--- src/rtl/param_fifo_pkg.sv ---
// Shared defaults for the parametrised FIFO and its dual-port RAM.
package param_fifo_pkg;

  // Default geometry: 4-bit words, 8 entries.
  localparam int unsigned FIFO_DATA_W   = 4;
  localparam int unsigned FIFO_ADDR_W   = 3;

  // Default flag thresholds on the occupancy count.
  localparam int unsigned FIFO_AF_LEVEL = 6;
  localparam int unsigned FIFO_AE_LEVEL = 1;

  // Number of entries addressed by an addr_w-bit pointer.
  function automatic int unsigned fifo_depth(input int unsigned addr_w);
    return 32'd1 << addr_w;
  endfunction

endpackage

--- src/rtl/dram_dp.sv ---
// Parametrised dual-port RAM: one write port (A) and one registered read port (B).
// A read and a write to the same address on the same edge return the old word.
module dram_dp
  import param_fifo_pkg::*;
#(
  parameter int unsigned DATA_W = FIFO_DATA_W,
  parameter int unsigned ADDR_W = FIFO_ADDR_W
) (
  input  logic              clk,
  input  logic              reset,
  input  logic              we_a,
  input  logic [ADDR_W-1:0] addr_a,
  input  logic [DATA_W-1:0] data_a,
  input  logic              re_b,
  input  logic [ADDR_W-1:0] addr_b,
  output logic [DATA_W-1:0] q_b
);

  localparam int unsigned DEPTH = fifo_depth(ADDR_W);

  logic [DATA_W-1:0] mem [DEPTH];
  logic [DATA_W-1:0] q_b_q;

  // Storage array: written on port A, never reset.
  always_ff @(posedge clk) begin
    if (we_a) begin
      mem[addr_a] <= data_a;
    end
  end

  // Read register: samples the pre-write array contents, holds when not reading.
  always_ff @(posedge clk or posedge reset) begin
    if (reset) begin
      q_b_q <= '0;
    end else if (re_b) begin
      q_b_q <= mem[addr_b];
    end
  end

  assign q_b = q_b_q;

endmodule

--- src/rtl/param_fifo.sv ---
// Parametrised synchronous FIFO built on dram_dp.
// Holds read/write pointers, occupancy count, full/empty and almost flags.
// Optional sticky overflow/underflow flag enabled by defining PARAM_FIFO_ERR_EN;
// without it fifo_err is tied low.
module param_fifo
  import param_fifo_pkg::*;
#(
  parameter int unsigned DATA_W   = FIFO_DATA_W,
  parameter int unsigned ADDR_W   = FIFO_ADDR_W,
  parameter int unsigned AF_LEVEL = FIFO_AF_LEVEL,
  parameter int unsigned AE_LEVEL = FIFO_AE_LEVEL
) (
  input  logic              clk,
  input  logic              reset,
  input  logic              push,
  input  logic [DATA_W-1:0] data_in,
  input  logic              pop,
  output logic [DATA_W-1:0] data_out,
  output logic              valid_out,
  output logic              full,
  output logic              empty,
  output logic              almost_full,
  output logic              almost_empty,
  output logic [ADDR_W:0]   count,
  output logic              fifo_err
);

  localparam int unsigned DEPTH = fifo_depth(ADDR_W);

  localparam logic [ADDR_W:0]   CNT_FULL = (ADDR_W + 1)'(DEPTH);
  localparam logic [ADDR_W:0]   CNT_AF   = (ADDR_W + 1)'(AF_LEVEL);
  localparam logic [ADDR_W:0]   CNT_AE   = (ADDR_W + 1)'(AE_LEVEL);
  localparam logic [ADDR_W:0]   CNT_ONE  = (ADDR_W + 1)'(1);
  localparam logic [ADDR_W-1:0] PTR_ONE  = ADDR_W'(1);

  logic [ADDR_W-1:0] wr_ptr_q, wr_ptr_d;
  logic [ADDR_W-1:0] rd_ptr_q, rd_ptr_d;
  logic [ADDR_W:0]   count_q, count_d;
  logic              valid_q;
  logic              push_ok, pop_ok;

  // Accept/reject decisions and next-state for pointers and count.
  // A push at full is accepted only when a pop frees the slot on the same edge;
  // a pop at empty is always rejected, so there is no fall-through path.
  always_comb begin
    push_ok  = push & (~full | pop);
    pop_ok   = pop & ~empty;
    wr_ptr_d = wr_ptr_q;
    rd_ptr_d = rd_ptr_q;
    count_d  = count_q;
    if (push_ok) begin
      wr_ptr_d = wr_ptr_q + PTR_ONE;
    end
    if (pop_ok) begin
      rd_ptr_d = rd_ptr_q + PTR_ONE;
    end
    unique case ({push_ok, pop_ok})
      2'b10:   count_d = count_q + CNT_ONE;
      2'b01:   count_d = count_q - CNT_ONE;
      default: count_d = count_q;
    endcase
  end

  // Pointer, count and read-valid registers.
  always_ff @(posedge clk or posedge reset) begin
    if (reset) begin
      wr_ptr_q <= '0;
      rd_ptr_q <= '0;
      count_q  <= '0;
      valid_q  <= 1'b0;
    end else begin
      wr_ptr_q <= wr_ptr_d;
      rd_ptr_q <= rd_ptr_d;
      count_q  <= count_d;
      valid_q  <= pop_ok;
    end
  end

  dram_dp #(
    .DATA_W (DATA_W),
    .ADDR_W (ADDR_W)
  ) u_ram (
    .clk    (clk),
    .reset  (reset),
    .we_a   (push_ok),
    .addr_a (wr_ptr_q),
    .data_a (data_in),
    .re_b   (pop_ok),
    .addr_b (rd_ptr_q),
    .q_b    (data_out)
  );

  // Flags decode from the count register only: no input-to-output paths.
  assign full         = (count_q == CNT_FULL);
  assign empty        = (count_q == '0);
  assign almost_full  = (count_q >= CNT_AF);
  assign almost_empty = (count_q <= CNT_AE);
  assign count        = count_q;
  assign valid_out    = valid_q;

`ifdef PARAM_FIFO_ERR_EN
  logic err_q;
  logic err_set;

  // Overflow is a push at full with no pop to make room; underflow is any pop at empty.
  assign err_set = (push & full & ~pop) | (pop & empty);

  // Sticky error register, cleared only by reset.
  always_ff @(posedge clk or posedge reset) begin
    if (reset) begin
      err_q <= 1'b0;
    end else if (err_set) begin
      err_q <= 1'b1;
    end
  end

  assign fifo_err = err_q;
`else
  assign fifo_err = 1'b0;
`endif

endmodule
--- config.mk ---
export PLATFORM = sky130hd
export DESIGN_NAME = param_fifo
export DESIGN_NICKNAME = d
export VERILOG_FILES = /design/src/rtl/param_fifo_pkg.sv /design/src/rtl/dram_dp.sv /design/src/rtl/param_fifo.sv
export SDC_FILE = /design/constraint.sdc
export NUM_CORES = 1
export LEC_CHECK = 0
export CELL_PAD_IN_SITES_DETAIL_PLACEMENT = 1
export CELL_PAD_IN_SITES_GLOBAL_PLACEMENT = 1
export CORE_MARGIN = 1.5
export CORE_UTILIZATION = 40
export DETAILED_ROUTE_END_ITERATION = 7
export PLACE_DENSITY = 0.66
export SKIP_CTS_REPAIR_TIMING = 1
export SLEW_MARGIN = 20
export SYNTH_ARGS = -nofsm -noshare
export SYNTH_HDL_FRONTEND = slang
export SYNTH_SLANG_ARGS = --single-unit
--- constraint.sdc ---
create_clock -name clk -period 2.9 [get_ports clk]
set_input_delay 0.435 -clock clk [delete_from_list [all_inputs] [get_ports clk]]
set_output_delay 0.435 -clock clk [all_outputs]
set_load 0.02 [all_outputs]
After elaboration in Yosys (flattened, before gate mapping). Memory sizes are Yosys's and may differ from the RTL's. A register that Yosys moved wholly into a read port is not among the register bits. Cells that the tools add are included.

Flip-flop bits (word level): 11. RAM bits: 32. Bits of input ports: 8. Output and inout bits: 14. Logic and storage cells: 24. Memories: 1.

Add/sub/neg operators: 4. $lt $le $gt $ge: 2. Equality and inequality tests: 3. Mux-type cells: 3. Bitwise operators: 5. Reductions and logical operators: 2.

Memory list: u_ram.mem (words 8, bits a word 4, rd ports 1, clocked after Yosys merged registers in 1, write ports 1, RTL line dram_dp.sv:21) `logic [DATA_W-1:0] mem [DEPTH];`.

Operators with widths (count): one-hot mux 4 bit (2 select lines) (1); adder 3 x 1 -> 3 bit, second input constant (2); adder 4 x 1 -> 4 bit, second input constant (1); equality test 4 bit, second input constant (1); >= comparator 4 x 3 -> 1 bit, second input constant (1); less-or-equal comparator 4 x 1 -> 1 bit, second input constant (1); zero test 4 bit (1); subtractor 4 x 1 -> 4 bit, second input constant (1); AND 1 bit (2); equality test 2 x 1 -> 1 bit, second input constant (1); equality test 2 bit, second input constant (1); 2-to-1 mux 1 bit (2); NOT 1 bit (2); nonzero test 2 bit (1); OR 1 bit (1).

Logic depth before layout (Yosys ltp).
Depth after elaboration: 6. Depth in mapped cells: 9. Gate-level depth less buffers: 8.

Hierarchy. From an unflattened synthesis, not the netlist that was laid out.

Cells, all modules: 144. Area, all modules: 2079.5 µm².

By module, submodules not included: dram_dp (times used 1, cells each 88, area each 1458.9 µm²); param_fifo (times used 1, cells each 56, area each 620.6 µm²).

Worst setup path after synthesis. OpenSTA, ideal clock, no wires.

Kind: reg-to-reg. From: register count_q[0] (netlist: count[0]). To: register count_q[3] (netlist: count[3]). Library setup time: 0.080 ns. Data arrival time: 2.357 ns. Setup slack: 0.463 ns. Stages on the path, launching flop included: 10. Buffers on the path: 1. Cells stage by stage: dfrtp_1 > inv_1 > ha_1 > nor3b_2 > nor2b_1 > buf_2 > ha_1 > or4b_1 > a21oi_1 > xor2_1.

RTL lines: start: declaration (RTL line param_fifo.sv:38) `logic [ADDR_W:0] count_q, count_d;`; start signal: assignment (RTL line param_fifo.sv:74) `count_q <= count_d;`; zero test 4 bit * (RTL line param_fifo.sv:95) `assign empty = (count_q == '0);`; named net empty (RTL line param_fifo.sv:21) `output logic empty,`; NOT 1 bit * (RTL line param_fifo.sv:47) `pop_ok = pop & ~empty;`; AND 1 bit * (RTL line param_fifo.sv:47); named net pop_ok (RTL line param_fifo.sv:40) `logic push_ok, pop_ok;`; equality test 2 x 1 -> 1 bit or equality test 2 bit (tied branches) (RTL line param_fifo.sv:57) `unique case ({push_ok, pop_ok})`; one-hot mux 4 bit (2 select lines) or nonzero test 2 bit (tied branches).

Mark *: on every way through the listed nets, which the timed path passes. The rest lies on a longest branch. A chain may end at the register's enable or synchronous reset.

Worst setup path after layout.
From: register count_q[0] (netlist: count[0]). To: output empty.

Longest elaborated chain between the ends: 1.

Ends and longest elaborated chain (RTL line): zero test 4 bit (param_fifo.sv:95); end: declaration (param_fifo.sv:21).

No other way between the ends.

==> impl_metrics.csv <==
group,metric,value,unit
run_status,status,"finished, final reports clean",
finish,fillers,493,
power_and_ir_drop,leakage,0.933,nW
yosys,synth_common_cells,"edfxtp_1 (32), mux2i_1 (21), dfrtp_1 (15)",
sta,setup_viol,0,
die,core,4850,µm²
power_and_ir_drop,power.density,992,nW/µm²
grt,gr-total-overflow,0,
clock_network,cts_tree,"built",
setup_path,cp_data_arrival_time,2.02,ns
yosys,ys_seq_area_share,64.7,%
grt,grt_pass1_wl,5.75,mm
placed_design,gp_congestion,0.757,
finish,seq_area,1340,µm²
setup_path,startpoint,"count[0]$_DFFE_PP0P_",
yosys,syn_inst,131,
clock_network,clk_path_buf_depth,2,
sta,fin_worst_skew,0.00746,ns
finish,multi_input_area,658,µm²
die,start_util,42.6,%
clock_network,ctsHtreeMaxLevel,2,
clock_network,cts_sinks,47,
die,io_pins,22,
power_and_ir_drop,totalPowerFinal,0.00239,W
grt,grt_max_degree,18,
setup_path,critPathMaxFanout,7,
setup_path,end_kind,"output pin",
placed_design,hpwlAfterDp,2.64,mm
yosys,avgSynthCellArea,15.8,µm²
clock_network,cts_root_buf,"clkbuf_8",
sta,min_period,2.46,ns
die,die_area,5600,µm²
power_and_ir_drop,peakVddDrop,0.000363,V
detailed_routing,firstDrtPassIters,4,
yosys,async_reset_ff_share,31.9,%
yosys,ys.flop_type,"edfxtp_1",
sta,slew_viol_final,0,
power_and_ir_drop,p_comb_share,37.2,%
yosys,ys_warn_count,0,
power_and_ir_drop,p_sw,0.000842,W
detailed_routing,via_count,1089,
grt,grt_pass1_vias,1102,
setup_path,rrSetupSlack,0.45,ns
placed_design,dpl.cell_count,216,
setup_path,r2r_start,"count[0]$_DFFE_PP0P_",
sta,tightest_slew,0.906,ns
sta,tns,0,ns
detailed_routing,post_drt_wl_per_cell,15.8,µm
setup_path,crit_type,"flip-flop to output pin",
yosys,synth.largest_area_cell,"edfxtp_1",
setup_path,crit_family,"buffers and inverters",
power_and_ir_drop,pwr-share-clk,16.2,%
detailed_routing,ant_nets,0,
yosys,ys_top_cells_by_area,"edfxtp_1 (47%), dfrtp_1 (18%), mux2i_1 (10%)",
power_and_ir_drop,swShare,35.3,%
power_and_ir_drop,pwr-share-seq,46.5,%
yosys,syn_nets,146,
clock_network,clk_transition_reported_paths,0.09,ns
detailed_routing,drtIter0Drc,51,
die,die_w,74.8,µm
finish,finalNetCount,171,
power_and_ir_drop,internal_power,0.00155,W
yosys,synth.distinct_cells,28,
sta,max_freq,0.407,GHz
sta,period_share,84.7,%
setup_path,cpPeakStageDelay,0.64,ns
worst_hold_path,hp-class,"input pin to asynchronous set/reset pin",
die,die_height,74.8,µm
grt,grt_use_total,14.6,%
sta,hold_slack,0.484,ns
setup_path,cp.required,2.47,ns
detailed_routing,drc,0,
setup_path,r2r-end,"count[3]$_DFFE_PP0P_",
flow_run,cap_violations,0,
setup_path,crit_buf_inv,2,
setup_path,critPathLaunchType,"flip-flop",
yosys,synth_top_area_share,46.5,%
sta,grt_setup_unrepaired,"no",
sta,hold_viol,0,
yosys,ys_ff_latch,47,
placed_design,numPortBuffers,20,
yosys,yosysMostFrequentCell,"edfxtp_1",
die,num_rows,25,
finish,finalNonFillerCells,224,
setup_path,reg2reg_depth,8,
clock_network,cts_made_buffers,5,
finish,drive_above_1_share,10.8,%
setup_path,cp_slowest_cell,"clkdlybuf4s50_1",
detailed_routing,viasPerCell,4.86,
detailed_routing,totalWireLength,3.55,mm
sta,relSlewSlack,39.6,%
finish,diodes,0,
clock_network,clk_latency,0.30,ns
yosys,synth_edf_count,32,
finish,areaGrowthSynthToFinish,16.7,%
yosys,synth_area,2060,µm²
grt,antenna_found_initial,0,
setup_path,cp_cell_sequence,"inv_1 -> ha_1 -> nor3b_2 -> clkdlybuf4s50_1",
[cell type report]
type	count	share of cell area, %
Inverter	7	1.09
Sequential cell	47	55.5
Timing Repair Buffer	22	8.94
Tap cell	67	3.48
Clock inverter	3	0.831
Clock buffer	5	2.86
Multi-Input combinational cell	73	27.3
[registers in the layout (all words and copies together), names as in the netlist]
register	count
count	4
valid_out	1
rd_ptr_q	3
wr_ptr_q	3
u_ram.mem	32
u_ram.q_b	4
[metrics by stage]
| step | instance area (µm²) | utilization, % | worst slack (ns) |
|---|---|---|---|
| detailed placement | 2320 | 47.8 | 0.370 |
| finish | 2410 | 49.7 | 0.444 |
| global route | 2410 | 49.7 | 0.262 |
| CTS | 2410 | 49.7 | 0.421 |
| floorplan | 2060 | - | 0.463 |
| global placement | 2320 | 47.8 | 0.453 |
[power groups by stage]
stage | logic, W | registers, W | clock network [W]
final | 0.000890 | 0.00111 | 0.000387
after CTS | 0.000908 | 0.00112 | 0.000396
after global placement | 0.000879 | 0.00112 | 0
after global routing | 0.000983 | 0.00115 | 0.000418
after detailed placement | 0.000905 | 0.00114 | 0
after floorplan | 0.000602 | 0.00111 | 0
[routing by layer]
metal / vias up / GRT usage (%) / share of wire (%)
met1: 532 / 20.9 / 49
met4: 0 / 6.67 / 1.7
met3: 7 / 3.21 / 3.9
li1: 521 / - / -
met2: 29 / 21.3 / 46
met5: - / 0 / 0
[worst max path at each step]
stage                                 endpoint  slack [ns]  cells after the start
after detailed placement  count[3]$_DFFE_PP0P_        0.37                      7
after floorplan           count[3]$_DFFE_PP0P_        0.46                      9
after global placement    count[3]$_DFFE_PP0P_        0.45                      7
after global routing      count[3]$_DFFE_PP0P_        0.26                      8
after CTS                                empty        0.42                      4
final                                    empty        0.44                      4
[cell families after synthesis]
family,Yosys count,share of synthesized area [%]
multiplexers,27,15.6
XOR/XNOR,8,3.39
other,1,0.182
AO/OA/AOI/OAI,3,0.727
adder cells (fa/ha/maj),7,4.24
AND/OR/NAND/NOR,27,7.70
flip-flops,47,64.7
buffers and inverters,11,3.39
[layout by cell type (no fill, tap or decap), drive strengths merged]
cell type       n
clkinvlp        2
dfrtp          15
conb            1
xor2            4
mux2i          21
nand3b          1
nand4bb         1
mux2            2
a21oi           1
ha              7
nor3            3
and3b           2
o21ai           2
nor2            8
nor2b           1
nand4b          1
nand3           2
inv             7
or4b            1
clkdlybuf4s50  20
xnor2           4
nor3b           1
buf             2
mux4            4
nand2           3
edfxtp         32
clkinv          1
nand2b          3
clkbuf          5
Note: power is estimated with default switching activity, not from simulation.
==> variant 1, RTL diff (config.mk and constraints unchanged) <==
Build with the macro `PARAM_FIFO_ERR_EN` defined.
--- a/src/rtl/param_fifo.sv
+++ b/src/rtl/param_fifo.sv
@@ -4,2 +4,4 @@
 // without it fifo_err is tied low.
+`define PARAM_FIFO_ERR_EN
+
 module param_fifo
Formal check against the unedited RTL: not equivalent (a bounded check fails within 4 cycles, from zero or initial values and one cycle with reset high).
==> variant 1 against the original RTL <==
Sequential share of layout area is essentially flat. Global-route usage grew 1.3 points. Power rose by 1.2%. Final area grew 1.8%. Final cell count is 2.7% higher. Via count is 1.0% higher. Non-clock buffer count is 1 higher. Routed wire length rose by 12%. Sequential cell count is 1 higher. Area after synthesis rose by 1.5%. Highest routed layer unchanged. Worst setup slack improved by 12 ps. Fmax rose by 0.49%.
==> variant 1: results (changes against the original RTL) <==
----------------------------------------------------
[Synthesis]
  Number of flip-flops and latches in the synthesized netlist ... 48 (+2.1%)
  Commonest cells in the synthesized netlist ... edfxtp_1, mux2i_1, dfrtp_1
  Post-synthesis net count ... 148 (+1.4%)
  Synth unique cells ... 29 (+3.6%)
  Proportion of register bits with asynchronous set or reset after synthesis ... 0.3333 (+0.01418)

[Pwr]
  Pleak ... 0.9495 nW (+1.8%)
  Reported combinational group power ... 0.000899 W (+1%)

[Layout]
  Post-layout nets ... 174 (+1.8%)
  Filler instances ... 518 (+5.1%)
  Count of plain and timing-repair buffers ... 23 (+4.5%)
  Fraction of final layout cells with drive strength greater than 1 ... 0.09375 (-0.01453)
  Number of clock buffers in the layout ... 6 (+1)
  Footprint of the flip-flops and latches ... 0.001361 mm² (+1.9%)
  Layout Utilization ... 0.4832 (-0.01354)
  Multi-input combinational cell count ... 74 (+1.4%)

[STA]
  Achievable clock frequency ... 0.4092 GHz (+0.49%)
  Skew final ... 5.049 ps (-2.407 ps)

[Route]
  Detail Route met2 WL ... 1837 µm (+13%)
  Initial DRC count ... 63 (+24%)
  Routed met1 length ... 1905 µm (+10%)
  Met3 wire length ... 157 µm (+15%)

[Placement]
  Routability congestion estimate ... 0.7392 (-2.3%)
  Placed Instances ... 222 (+2.8%)
  Area post-placement ... 0.002367 mm² (+2.0%)
  Port buffer count ... 21 (+5.0%)
  Hpwl dp ... 2945 µm (+11%)

[Run status]
  Result of the run ... finished, final reports clean

[Worst hold path]
  Worst min-delay path category ... reg2reg

[GRT]
  Overall routing resource usage ... 0.1595 (+0.01344)
  Routing usage on met3 ... 0.04365 (+0.01152)

----------------------------------------------------
-- variant 1: cell types whose count changed in the layout (fill, tap and decap cells not counted), sizes merged --
cell | before | now
a21oi | 1 | 2
clkbuf | 5 | 6
clkdlybuf4s50 | 20 | 21
clkinvlp | 2 | 1
conb | 1 | 0
dfrtp | 15 | 16
o21bai | 0 | 1
-- variant 1: worst max-delay path: stages (launching register included) --
cell	delay, ps
dfrtp_1	470
inv_1	120
ha_1	240
nor3b_2	240
clkdlybuf4s50_1	640
-- variant 1: cells by family after synthesis --
group / Yosys count / share of synthesized area
xor gates and xnor gates: 8 / 0.03345
muxes: 27 / 0.1541
adders and majority gates: 7 / 0.04181
buffers and inverters: 11 / 0.03166
and+or+nand+nor: 27 / 0.07587
AOI/OAI and AO/OA: 5 / 0.01314
DFF: 48 / 0.6499
==> variant 2, RTL diff (same settings) <==
Without the edit above. Put one more register stage on the output `count`, without a reset. The value now appears one clock later. The other outputs are not delayed to match.
--- a/src/rtl/param_fifo.sv
+++ b/src/rtl/param_fifo.sv
@@ -97,3 +97,5 @@
   assign almost_empty = (count_q <= CNT_AE);
-  assign count        = count_q;
+  always_ff @(posedge clk) begin
+    count <= count_q;
+  end
   assign valid_out    = valid_q;
Behaviour: not the same (Yosys sat finds a counterexample within 4 cycles, from zero or initial values and one cycle with reset high).
==> variant 2 against the original RTL <==
Combinational power grew 7.2%. Worst setup slack gained 19 ps. Routed wire length grew 5.8%. Final cell count grew 4.0%. Area after synthesis grew 3.9%. Power grew 7.5%. Final area grew 4.8%. Worst hold slack gained 9.8 ps. Sequential cell count grew 4. Sequential share of layout area grew 0.61 points. First-iteration DRC count shrank 67%.
==> variant 2: results (changes against the original RTL) <==
----------------------------------------------------
[Run status]
  Result of the run ... finished, final reports clean

[Layout]
  Count of plain and timing-repair buffers ... 24 (+9.1%)
  Number of standard cells in the layout, taps in and fillers out ... 233 (+4.0%)
  Proportion of cell area occupied by registers ... 0.5610 (+0.006148)
  Post-synthesis to final-layout area growth ... 17.74%
  Number of clock buffers in the layout ... 7 (+2)
  Fraction of final layout cells with drive strength greater than 1 ... 0.1043 (-0.003986)
  Sequential cell count of the final layout ... 51 (+8.5%)
  Filler instances ... 540 (+9.5%)
  Final-layout non-clock buffer area share ... 0.09118 (+0.001829)

[Synthesis]
  Proportion of register bits with asynchronous set or reset after synthesis ... 0.2941 (-0.02503)
  Portion of netlist area occupied by mux cells ... 0.1505 (-0.005839)
  Parity-gate share of the synthesized area counting xor and xnor cells ... 0.03267 (-0.001267)
  Synth unique cells ... 29 (+3.6%)
  Adder and majority cell fraction of the synthesized area ... 0.04084 (-0.001584)
  Mapped Cells ... 135 (+3.1%)
  Fraction of the mapped netlist area in compound gates ... 0.007001 (-0.0002716)

[Pwr]
  Clock power share ... 0.184 (+0.022)
  Power Density ... 1017 mW/mm² (+2.6%)
  Maximum ir drop on the vdd rail ... 0.4579 mV (+26%)

[Route]
  Vias post-DR ... 1101 (+1.1%)
  Met3 wire length ... 104 µm (-24%)
  Initial DRC count ... 17 (-67%)
  Routed met1 length ... 1777 µm (+3.0%)
  Detail Route met2 WL ... 1835 µm (+13%)

[GRT]
  Via count of the first global-routing pass ... 1190 (+8.0%)
  Routing usage on met3 ... 0.03114 (-0.0009908)
  Overall routing resource usage ... 0.1395 (-0.006543)

[Placement]
  Routability congestion estimate ... 0.7978 (+5.4%)
  Hpwl dp ... 2826 µm (+7.0%)

[Worst setup path]
  Arrival time at the worst endpoint ... 2000 ps (-20 ps)

[STA]
  Skew final ... 6.222 ps (-1.234 ps)

----------------------------------------------------
==> variant 2: path summary, 6_finish.rpt <==
check	from	endpoint	slack, ps	cells after the start
min reg2reg	u_ram.q_b[2]$_DFFE_PP0P_	u_ram.q_b[2]$_DFFE_PP0P_	520	2
max reg2reg	count_q[0]$_DFFE_PP0P_	count_q[3]$_DFFE_PP0P_	560	8
max in group asynchronous	reset	wr_ptr_q[1]$_DFFE_PP0P_	2030	2
min	reset	u_ram.q_b[1]$_DFFE_PP0P_	490	2
max	count_q[0]$_DFFE_PP0P_	empty	460	4
min in group clk	u_ram.q_b[2]$_DFFE_PP0P_	u_ram.q_b[2]$_DFFE_PP0P_	520	2
==> variant 2: worst max-delay path: cells and delay by family, from the launching register on <==
family,cells,cell delay (ps)
buffers and inverters,2,760
adder cells (fa/ha/maj),1,240
flip-flops,1,460
AND/OR/NAND/NOR,1,250
